## src/rtl/imem_port_arbiter_if.sv

```systemverilog
// Bus bundle between the fetch port, the loader/data port and the shared
// single-port memory. The arbiter takes the slave view; the environment
// (requesters and memory) takes the master view.
interface imem_port_arbiter_if #(
    parameter int ADDR_W = 32,
    parameter int DATA_W = 32
);
    // Port 0: instruction fetch, read-only
    logic              p0_req;
    logic [ADDR_W-1:0] p0_addr;
    logic              p0_gnt;
    logic [DATA_W-1:0] p0_rdata;
    logic              p0_rvalid;

    // Port 1: program loader / data access, read-write
    logic              p1_req;
    logic              p1_we;
    logic              p1_lock;
    logic [ADDR_W-1:0] p1_addr;
    logic [DATA_W-1:0] p1_wdata;
    logic              p1_gnt;
    logic [DATA_W-1:0] p1_rdata;
    logic              p1_rvalid;

    // Shared memory side
    logic [ADDR_W-1:0] mem_addr;
    logic [DATA_W-1:0] mem_wdata;
    logic              mem_we;
    logic              mem_re;
    logic [DATA_W-1:0] mem_rdata;

    modport slave (
        input  p0_req, p0_addr,
        output p0_gnt, p0_rdata, p0_rvalid,
        input  p1_req, p1_we, p1_lock, p1_addr, p1_wdata,
        output p1_gnt, p1_rdata, p1_rvalid,
        output mem_addr, mem_wdata, mem_we, mem_re,
        input  mem_rdata
    );

    modport master (
        output p0_req, p0_addr,
        input  p0_gnt, p0_rdata, p0_rvalid,
        output p1_req, p1_we, p1_lock, p1_addr, p1_wdata,
        input  p1_gnt, p1_rdata, p1_rvalid,
        input  mem_addr, mem_wdata, mem_we, mem_re,
        output mem_rdata
    );
endinterface

```

## src/rtl/imem_port_arbiter.sv

```systemverilog
// Shares one single-port memory (1-cycle registered read) between the fetch
// port (port 0) and the loader/data port (port 1). BOOT lets only port 1 in
// so the loader can fill memory; RUN shares round-robin with a port 1 lock.
module imem_port_arbiter #(
    parameter int ADDR_W = 32,
    parameter int DATA_W = 32
) (
    input  logic                  clk,
    input  logic                  rst,
    input  logic                  boot_done,
    output logic                  booting,
    imem_port_arbiter_if.slave    bus
);

    typedef enum logic {
        BOOT = 1'b0,
        RUN  = 1'b1
    } state_t;

    state_t            state;
    logic              last_p1;
    logic              grant0;
    logic              grant1;
    logic [ADDR_W-1:0] addr_q;
    logic [DATA_W-1:0] wdata_q;
    logic              p0_pend;
    logic              p1_pend;
    logic [DATA_W-1:0] p0_rdata_q;
    logic [DATA_W-1:0] p1_rdata_q;

    // Same-cycle arbitration: BOOT admits port 1 only, RUN is round-robin with lock
    always_comb begin
        grant0 = 1'b0;
        grant1 = 1'b0;
        if (!rst) begin
            if (state == BOOT) begin
                grant1 = bus.p1_req;
            end else if (bus.p0_req && bus.p1_req) begin
                if (bus.p1_lock || !last_p1) begin
                    grant1 = 1'b1;
                end else begin
                    grant0 = 1'b1;
                end
            end else begin
                grant0 = bus.p0_req;
                grant1 = bus.p1_req;
            end
        end
    end

    assign bus.p0_gnt    = grant0;
    assign bus.p1_gnt    = grant1;
    assign bus.mem_re    = grant0 | (grant1 & ~bus.p1_we);
    assign bus.mem_we    = grant1 & bus.p1_we;
    // Address/data pass straight through when granted, otherwise hold the last driven value
    assign bus.mem_addr  = grant0 ? bus.p0_addr :
                           grant1 ? bus.p1_addr : addr_q;
    assign bus.mem_wdata = (grant0 | grant1) ? bus.p1_wdata : wdata_q;

    // Read data is forwarded in the rvalid cycle and held afterwards
    assign bus.p0_rvalid = p0_pend;
    assign bus.p1_rvalid = p1_pend;
    assign bus.p0_rdata  = p0_pend ? bus.mem_rdata : p0_rdata_q;
    assign bus.p1_rdata  = p1_pend ? bus.mem_rdata : p1_rdata_q;

    assign booting = rst | (state == BOOT);

    // Phase FSM, last-grant tracking, bus hold registers and read-return tagging
    always_ff @(posedge clk) begin
        if (rst) begin
            state      <= BOOT;
            last_p1    <= 1'b1;
            addr_q     <= '0;
            wdata_q    <= '0;
            p0_pend    <= 1'b0;
            p1_pend    <= 1'b0;
            p0_rdata_q <= '0;
            p1_rdata_q <= '0;
        end else begin
            if (state == BOOT && boot_done) begin
                state <= RUN;
            end
            if (grant0) begin
                last_p1 <= 1'b0;
            end else if (grant1) begin
                last_p1 <= 1'b1;
            end
            if (grant0 || grant1) begin
                addr_q  <= bus.mem_addr;
                wdata_q <= bus.p1_wdata;
            end
            p0_pend <= grant0;
            p1_pend <= grant1 & ~bus.p1_we;
            if (p0_pend) begin
                p0_rdata_q <= bus.mem_rdata;
            end
            if (p1_pend) begin
                p1_rdata_q <= bus.mem_rdata;
            end
        end
    end

endmodule

```

## src/flat_wrapper.sv

```systemverilog
// flat-port wrapper written by rule: the top's interface ports become plain ports
module imem_port_arbiter_flat 
#(
    parameter int ADDR_W = 32,
    parameter int DATA_W = 32
)
  (clk, rst, boot_done, booting, bus_p0_req, bus_p0_addr, bus_p0_gnt, bus_p0_rdata, bus_p0_rvalid, bus_p1_req, bus_p1_we, bus_p1_lock, bus_p1_addr, bus_p1_wdata, bus_p1_gnt, bus_p1_rdata, bus_p1_rvalid, bus_mem_addr, bus_mem_wdata, bus_mem_we, bus_mem_re, bus_mem_rdata);
  imem_port_arbiter_if #(.ADDR_W(ADDR_W), .DATA_W(DATA_W)) bus_i ();
  input  logic clk;
  input  logic rst;
  input  logic boot_done;
  output logic booting;
  input wire logic [$bits(bus_i.p0_req)-1:0] bus_p0_req;
  input wire logic [$bits(bus_i.p0_addr)-1:0] bus_p0_addr;
  output wire logic [$bits(bus_i.p0_gnt)-1:0] bus_p0_gnt;
  output wire logic [$bits(bus_i.p0_rdata)-1:0] bus_p0_rdata;
  output wire logic [$bits(bus_i.p0_rvalid)-1:0] bus_p0_rvalid;
  input wire logic [$bits(bus_i.p1_req)-1:0] bus_p1_req;
  input wire logic [$bits(bus_i.p1_we)-1:0] bus_p1_we;
  input wire logic [$bits(bus_i.p1_lock)-1:0] bus_p1_lock;
  input wire logic [$bits(bus_i.p1_addr)-1:0] bus_p1_addr;
  input wire logic [$bits(bus_i.p1_wdata)-1:0] bus_p1_wdata;
  output wire logic [$bits(bus_i.p1_gnt)-1:0] bus_p1_gnt;
  output wire logic [$bits(bus_i.p1_rdata)-1:0] bus_p1_rdata;
  output wire logic [$bits(bus_i.p1_rvalid)-1:0] bus_p1_rvalid;
  output wire logic [$bits(bus_i.mem_addr)-1:0] bus_mem_addr;
  output wire logic [$bits(bus_i.mem_wdata)-1:0] bus_mem_wdata;
  output wire logic [$bits(bus_i.mem_we)-1:0] bus_mem_we;
  output wire logic [$bits(bus_i.mem_re)-1:0] bus_mem_re;
  input wire logic [$bits(bus_i.mem_rdata)-1:0] bus_mem_rdata;
  assign bus_i.p0_req = bus_p0_req;
  assign bus_i.p0_addr = bus_p0_addr;
  assign bus_p0_gnt = bus_i.p0_gnt;
  assign bus_p0_rdata = bus_i.p0_rdata;
  assign bus_p0_rvalid = bus_i.p0_rvalid;
  assign bus_i.p1_req = bus_p1_req;
  assign bus_i.p1_we = bus_p1_we;
  assign bus_i.p1_lock = bus_p1_lock;
  assign bus_i.p1_addr = bus_p1_addr;
  assign bus_i.p1_wdata = bus_p1_wdata;
  assign bus_p1_gnt = bus_i.p1_gnt;
  assign bus_p1_rdata = bus_i.p1_rdata;
  assign bus_p1_rvalid = bus_i.p1_rvalid;
  assign bus_mem_addr = bus_i.mem_addr;
  assign bus_mem_wdata = bus_i.mem_wdata;
  assign bus_mem_we = bus_i.mem_we;
  assign bus_mem_re = bus_i.mem_re;
  assign bus_i.mem_rdata = bus_mem_rdata;
  imem_port_arbiter #(.ADDR_W(ADDR_W), .DATA_W(DATA_W)) u_core (.clk(clk), .rst(rst), .boot_done(boot_done), .booting(booting), .bus(bus_i));
endmodule
```

## config.mk

```make
export PLATFORM = sky130hd
export DESIGN_NAME = imem_port_arbiter_flat
export DESIGN_NICKNAME = d
export VERILOG_FILES = /design/src/rtl/imem_port_arbiter_if.sv /design/src/rtl/imem_port_arbiter.sv /design/src/flat_wrapper.sv
export SDC_FILE = /design/constraint.sdc
export NUM_CORES = 1
export LEC_CHECK = 0
export CAP_MARGIN = 10
export CORE_MARGIN = 5
export CORE_UTILIZATION = 42
export CTS_CLUSTER_SIZE = 16
export DETAILED_ROUTE_END_ITERATION = 6
export GPL_ROUTABILITY_DRIVEN = 0
export PLACE_DENSITY = 0.81
export SLEW_MARGIN = 15
export SYNTH_ARGS = -nofsm -noshare
export SYNTH_HDL_FRONTEND = slang
export SYNTH_SLANG_ARGS = --single-unit
```

## constraint.sdc

```tcl
create_clock -name clk -period 1.6 [get_ports clk]
set_input_delay 0.24 -clock clk [delete_from_list [all_inputs] [get_ports clk]]
set_output_delay 0.24 -clock clk [all_outputs]
set_load 0.02 [all_outputs]
```

# Yosys cells after proc, flatten, opt, wreduce, memory -nomap -nowiden
# Index checks and enable logic that the tools add are counted.
dict set report word_totals {
  ff_bits 132
}
dict set report op_classes {
  n_mux 15
  bitwise_logic 7
  n_reduce_logical 6
}
# operator n
set op_table {}
lappend op_table {{32-bit 2-to-1 mux} 5}
lappend op_table {{1-bit 2-to-1 mux} 10}
lappend op_table {{1-bit bitwise OR} 3}
lappend op_table {{1-bit AND} 2}
lappend op_table {{1-bit logical AND} 2}
lappend op_table {{1-bit logical OR} 2}
lappend op_table {{1-bit NOT} 2}
lappend op_table {{2-bit nonzero test} 1}
lappend op_table {{1-bit zero test} 1}

# Depth between registers and ports, before layout
dict set report depth {
  word_depth 8
  mapped_depth 6
  ltp_nobuf 3
}

# Least setup slack after synthesis
# OpenSTA, ideal clock, no wires.
dict set report synth_path {
  path_kind {reg2reg}
  from {register u_core.p0_pend (netlist: u_core.bus.p0_rvalid)}
  to {register u_core.p0_rdata_q[10]}
  t_arrival_ps 1384
  slack_ps 101
  stages_incl_launch_ff 5
  n_path_buf 2
  period_less_slack_ps 1499
  cell_sequence {dfxtp_1 > clkbuf_1 > buf_4 > mux2_2 > and2_1}
}
dict set report synth_via {
  elab_chain_len 1
}
# element line
set synth_rtl {}
lappend synth_rtl {{start: declaration} imem_port_arbiter.sv:26} ;# logic p0_pend;
lappend synth_rtl {{start signal: assignment} imem_port_arbiter.sv:92} ;# p0_pend <= grant0;
lappend synth_rtl {{32-bit 2-to-1 mux} -}
lappend synth_rtl {{named net bus_p0_rdata[10]} flat_wrapper.sv:16} ;# output wire logic [$bits(bus_i.p0_rdata)-1:0] bus_p0_rdata;
lappend synth_rtl {{end signal: assignment} imem_port_arbiter.sv:95} ;# p0_rdata_q <= bus.mem_rdata;
lappend synth_rtl {{end: declaration} imem_port_arbiter.sv:28} ;# logic [DATA_W-1:0] p0_rdata_q;
# The timed path passes the listed nets, and every way through them passes these cells.
# A chain may end at the register's enable or synchronous reset.

# Worst setup path in the final report
dict set report layout_path {
  from {register u_core.state}
  to {output bus_mem_addr[5]}
}
dict set report layout_via {
  elab_chain_len 4
}
# element line
set layout_rtl {}
lappend layout_rtl {{start: declaration} imem_port_arbiter.sv:20} ;# state_t state;
lappend layout_rtl {{start signal: assignment} imem_port_arbiter.sv:71} ;# state <= BOOT;
lappend layout_rtl {{start signal: assignment} imem_port_arbiter.sv:81} ;# state <= RUN;
lappend layout_rtl {{1-bit 2-to-1 mux} imem_port_arbiter.sv:36} ;# if (state == BOOT) begin
lappend layout_rtl {{1-bit 2-to-1 mux} imem_port_arbiter.sv:35} ;# if (!rst) begin
lappend layout_rtl {{32-bit 2-to-1 mux} imem_port_arbiter.sv:57} ;# grant1 ? bus.p1_addr : addr_q;
lappend layout_rtl {{32-bit 2-to-1 mux (*)} imem_port_arbiter.sv:56} ;# assign bus.mem_addr = grant0 ? bus.p0_addr :
lappend layout_rtl {{end: declaration} flat_wrapper.sv:26} ;# output wire logic [$bits(bus_i.mem_addr)-1:0] bus_mem_addr;
# Every way passes the cells marked *; elsewhere a longest branch is shown, timed or not.

==> results.toml <==
[outcome]
status = "complete, but fails checks"
violations = "negative setup slack"

[clock_network]
worstSkewPairLatency_ns = 0.43
cts_sinks = 132
cts.path.max_buffers = 2
cts_max_level = 4
cts_root_buf = "clkbuf_16"
cts_tree = "yes"
cts_hold_buf = 0
numCtsBuffers = 17
cts.reportedPaths.clkPinSlew_ns = 0.06

[global_routing]
grtUsageMet1_pct = 28.1
grt.overflow.total = 0
met2_usage_pct = 42.8
antenna_found_initial = 1
grt_pass1_wl_mm = 33.1
grt_max_degree = 66
grtUsageMet3_pct = 8.10
grt_usage_pct = 24.6
top_usage_layer = "met2"
grt_pass1_vias = 6547

[critical_path]
crit_start = "u_core.state"
cp_max_fo = 18
worst_setup_path_end_kind = "primary output"
critPathSlowestCell = "dfxtp_2"
r2r_end = "u_core.addr_q[7]"
cp.arrival_ns = 1.78
slowest_delay_ns = 0.35
startpoint_type = "flop"
critPathTopFamily = "buffers and inverters"
crit_type = "reg2out"
worstRegToRegCells = 7
reg2reg_slack_ns = 0.13
required_ns = 1.36
path_cells = "buf_12, a21oi_4, buf_12, buf_12, o21ai_1, nand3_2, buf_6"
critical_path_buf_inv_count = 4
reg2reg_from = "u_core.state"
crit_top_cell = "buf_12"

[yosys]
post_synth.cell_area_avg_sq_um = 9.07
yosysWarnings = 0
synth_cell_type_count = 28
synthTopCellsByArea = "dfxtp_1 (44%), mux2_2 (12%), nand3_1 (8.0%)"
synth_nets = 800
ys_ff_latch = 132
syn_area_sq_um = 6030
synth_top_area_share_pct = 43.8
yosysSeqAreaShare_pct = 43.8
yosysTopAreaCell = "dfxtp_1"
synthCells = 665

[timing]
worst_pin_slew_ns = 0.430
finalMaxSlewViolations = 0
final-setup-viol-count = 134
slew_headroom_pct = 71.3
finalHoldViolCount = 0
post-route-period-util_pct = 127
post-route-min-period_ns = 2.02
fin_ws_ns = -0.425
max_freq_ghz = 0.494
clock_skew_ns = 0.0162
rsz0062_at_grt = "yes"

[finish]
final_common_cell = "buf_4"
final_cell_mix = "buf_4 (149), clkdlybuf4s50_1 (131), dfxtp_1 (128)"
final_core_util_pct = 82.8
syn2layout_area_growth_pct = 92.0
nNetsFinal = 1198
final_area_sq_um = 11600
num_antenna_cells = 0
drive_above_1_share_pct = 47.3

[route]
firstDrtPassIters = 5
wire_per_inst_microns = 22.2
dr_total_vias = 7124
drt-initial-drc-count = 612
vias_per_cell = 5.67
drc_errors = 0
routed_wl_mm = 27.9
drtAntennaViolNets = 0

[pwr]
p_per_area_nw_per_um2 = 879
p_total_mw = 10.2
ir_drop_mv = 0.808
p_leak_nw = 5.27

[place]
hpwl_mm = 14.4
place_area_sq_um = 9600
port_buffers = 269

[die]
core_sq_um = 14000
die-height_microns = 130
num_rows = 43
die_area_sq_um = 16900
ios = 270
start_util_pct = 43.1
die_width_microns = 130

[worst_hold_path]
holdCritStartpoint = "rst"
hold_depth = 3
min_to = "u_core.addr_q[21]"
hold_class = "in2reg"

[flow_run]
cap_violations = 0
## per-layer routing
| layer | vias to the layer above | share of wire (%) |
|---|---|---|
| li1 | 3208 | - |
| met5 | - | 0.068 |
| met4 | 2 | 5.2 |
| met3 | 103 | 10 |
| met2 | 433 | 48 |
| met1 | 3378 | 37 |
## cell families (layout without fill, tap and decap cells)
| family | Yosys count | count (layout) | synth area share [%] |
|---|---|---|---|
| and+or+nand+nor | 235 | 235 | 23.1 |
| DFF | 132 | 132 | 43.8 |
| buffers and inverters | 69 | 480 | 6.31 |
| AOI/OAI and AO/OA | 165 | 165 | 14.9 |
| muxes | 64 | 64 | 11.9 |
## cell usage after synthesis
cell,count
a21o_2,1
a21oi_1,32
a21oi_4,1
a31oi_1,32
and2_1,64
and2b_1,1
and3_1,1
and4b_1,32
buf_1,1
buf_2,20
buf_4,17
buf_6,4
clkbuf_1,22
clkbuf_2,2
dfxtp_1,132
inv_1,2
inv_2,1
mux2_2,64
nand2_1,34
nand3_1,96
nand4b_4,1
nor2_1,4
nor2b_1,1
nor3_1,1
o2111a_1,2
o21ai_0,78
o21ai_1,18
o21bai_1,1
## how the worst max path moves through the flow
stage | end | slack, ns | cells after the start
finish | bus_mem_addr[5] | -0.42 | 7
global placement | bus_mem_addr[3] | -0.87 | 6
detailed placement | bus_mem_addr[16] | -0.89 | 6
floorplan | u_core.p0_rdata_q[10] | 0.10 | 4
global route | bus_mem_addr[5] | -0.48 | 7
CTS | bus_mem_addr[27] | -0.54 | 6
## power by group
group / switching [mW] / internal [mW]
logic: 1.17 / 1.24
registers: 0.0749 / 3.43
clock network: 1.64 / 2.62
## tightest hold or removal path, cell delays in order
cell,delay (ns)
buf_4,0.14
buf_4,0.17
a31oi_1,0.04
## per-stage QoR
stage / hold WS [ns] / setup TNS, ns / cells / setup slack (ns)
finish: 0.216 / -39.31 / 1256 / -0.425
global route: 0.218 / -44.78 / 1256 / -0.477
CTS: 0.175 / -47.48 / 1199 / -0.541
detailed placement: 0.485 / -77.53 / 1162 / -0.889
global placement: 0.478 / -73.51 / 1162 / -0.873
floorplan: 0.312 / 0 / 665 / 0.101
## layout make-up
class                           instances  area, sq um
Timing Repair Buffer                  445         4400
Multi-Input combinational cell        464         3660
Sequential cell                       132         2650
Fill cell                             750         2410
Clock buffer                           17          425
Tap cell                              180          225
Clock inverter                         15          205
Inverter                                3         11.3
## timing repair
item | 4_1_cts | 5_1_grt
endpoints found under the setup margin | 135 | 135
hold endpoints to repair | 0 | 0
setup buffers | 1 | 48
pin swaps | 1 | 6
gates cloned | 4 | 10
gates resized for setup | 386 | 587
## flip-flops by register name (all words and copies together) (netlist names)
register,cells
u_core.wdata_q,32
u_core.p1_rdata_q,32
u_core.last_p1,1
u_core.bus.p0_rvalid,1
u_core.addr_q,32
u_core.p0_rdata_q,32
u_core.bus.p1_rvalid,1
u_core.state,1
Note: power is estimated with default switching activity, not from simulation.
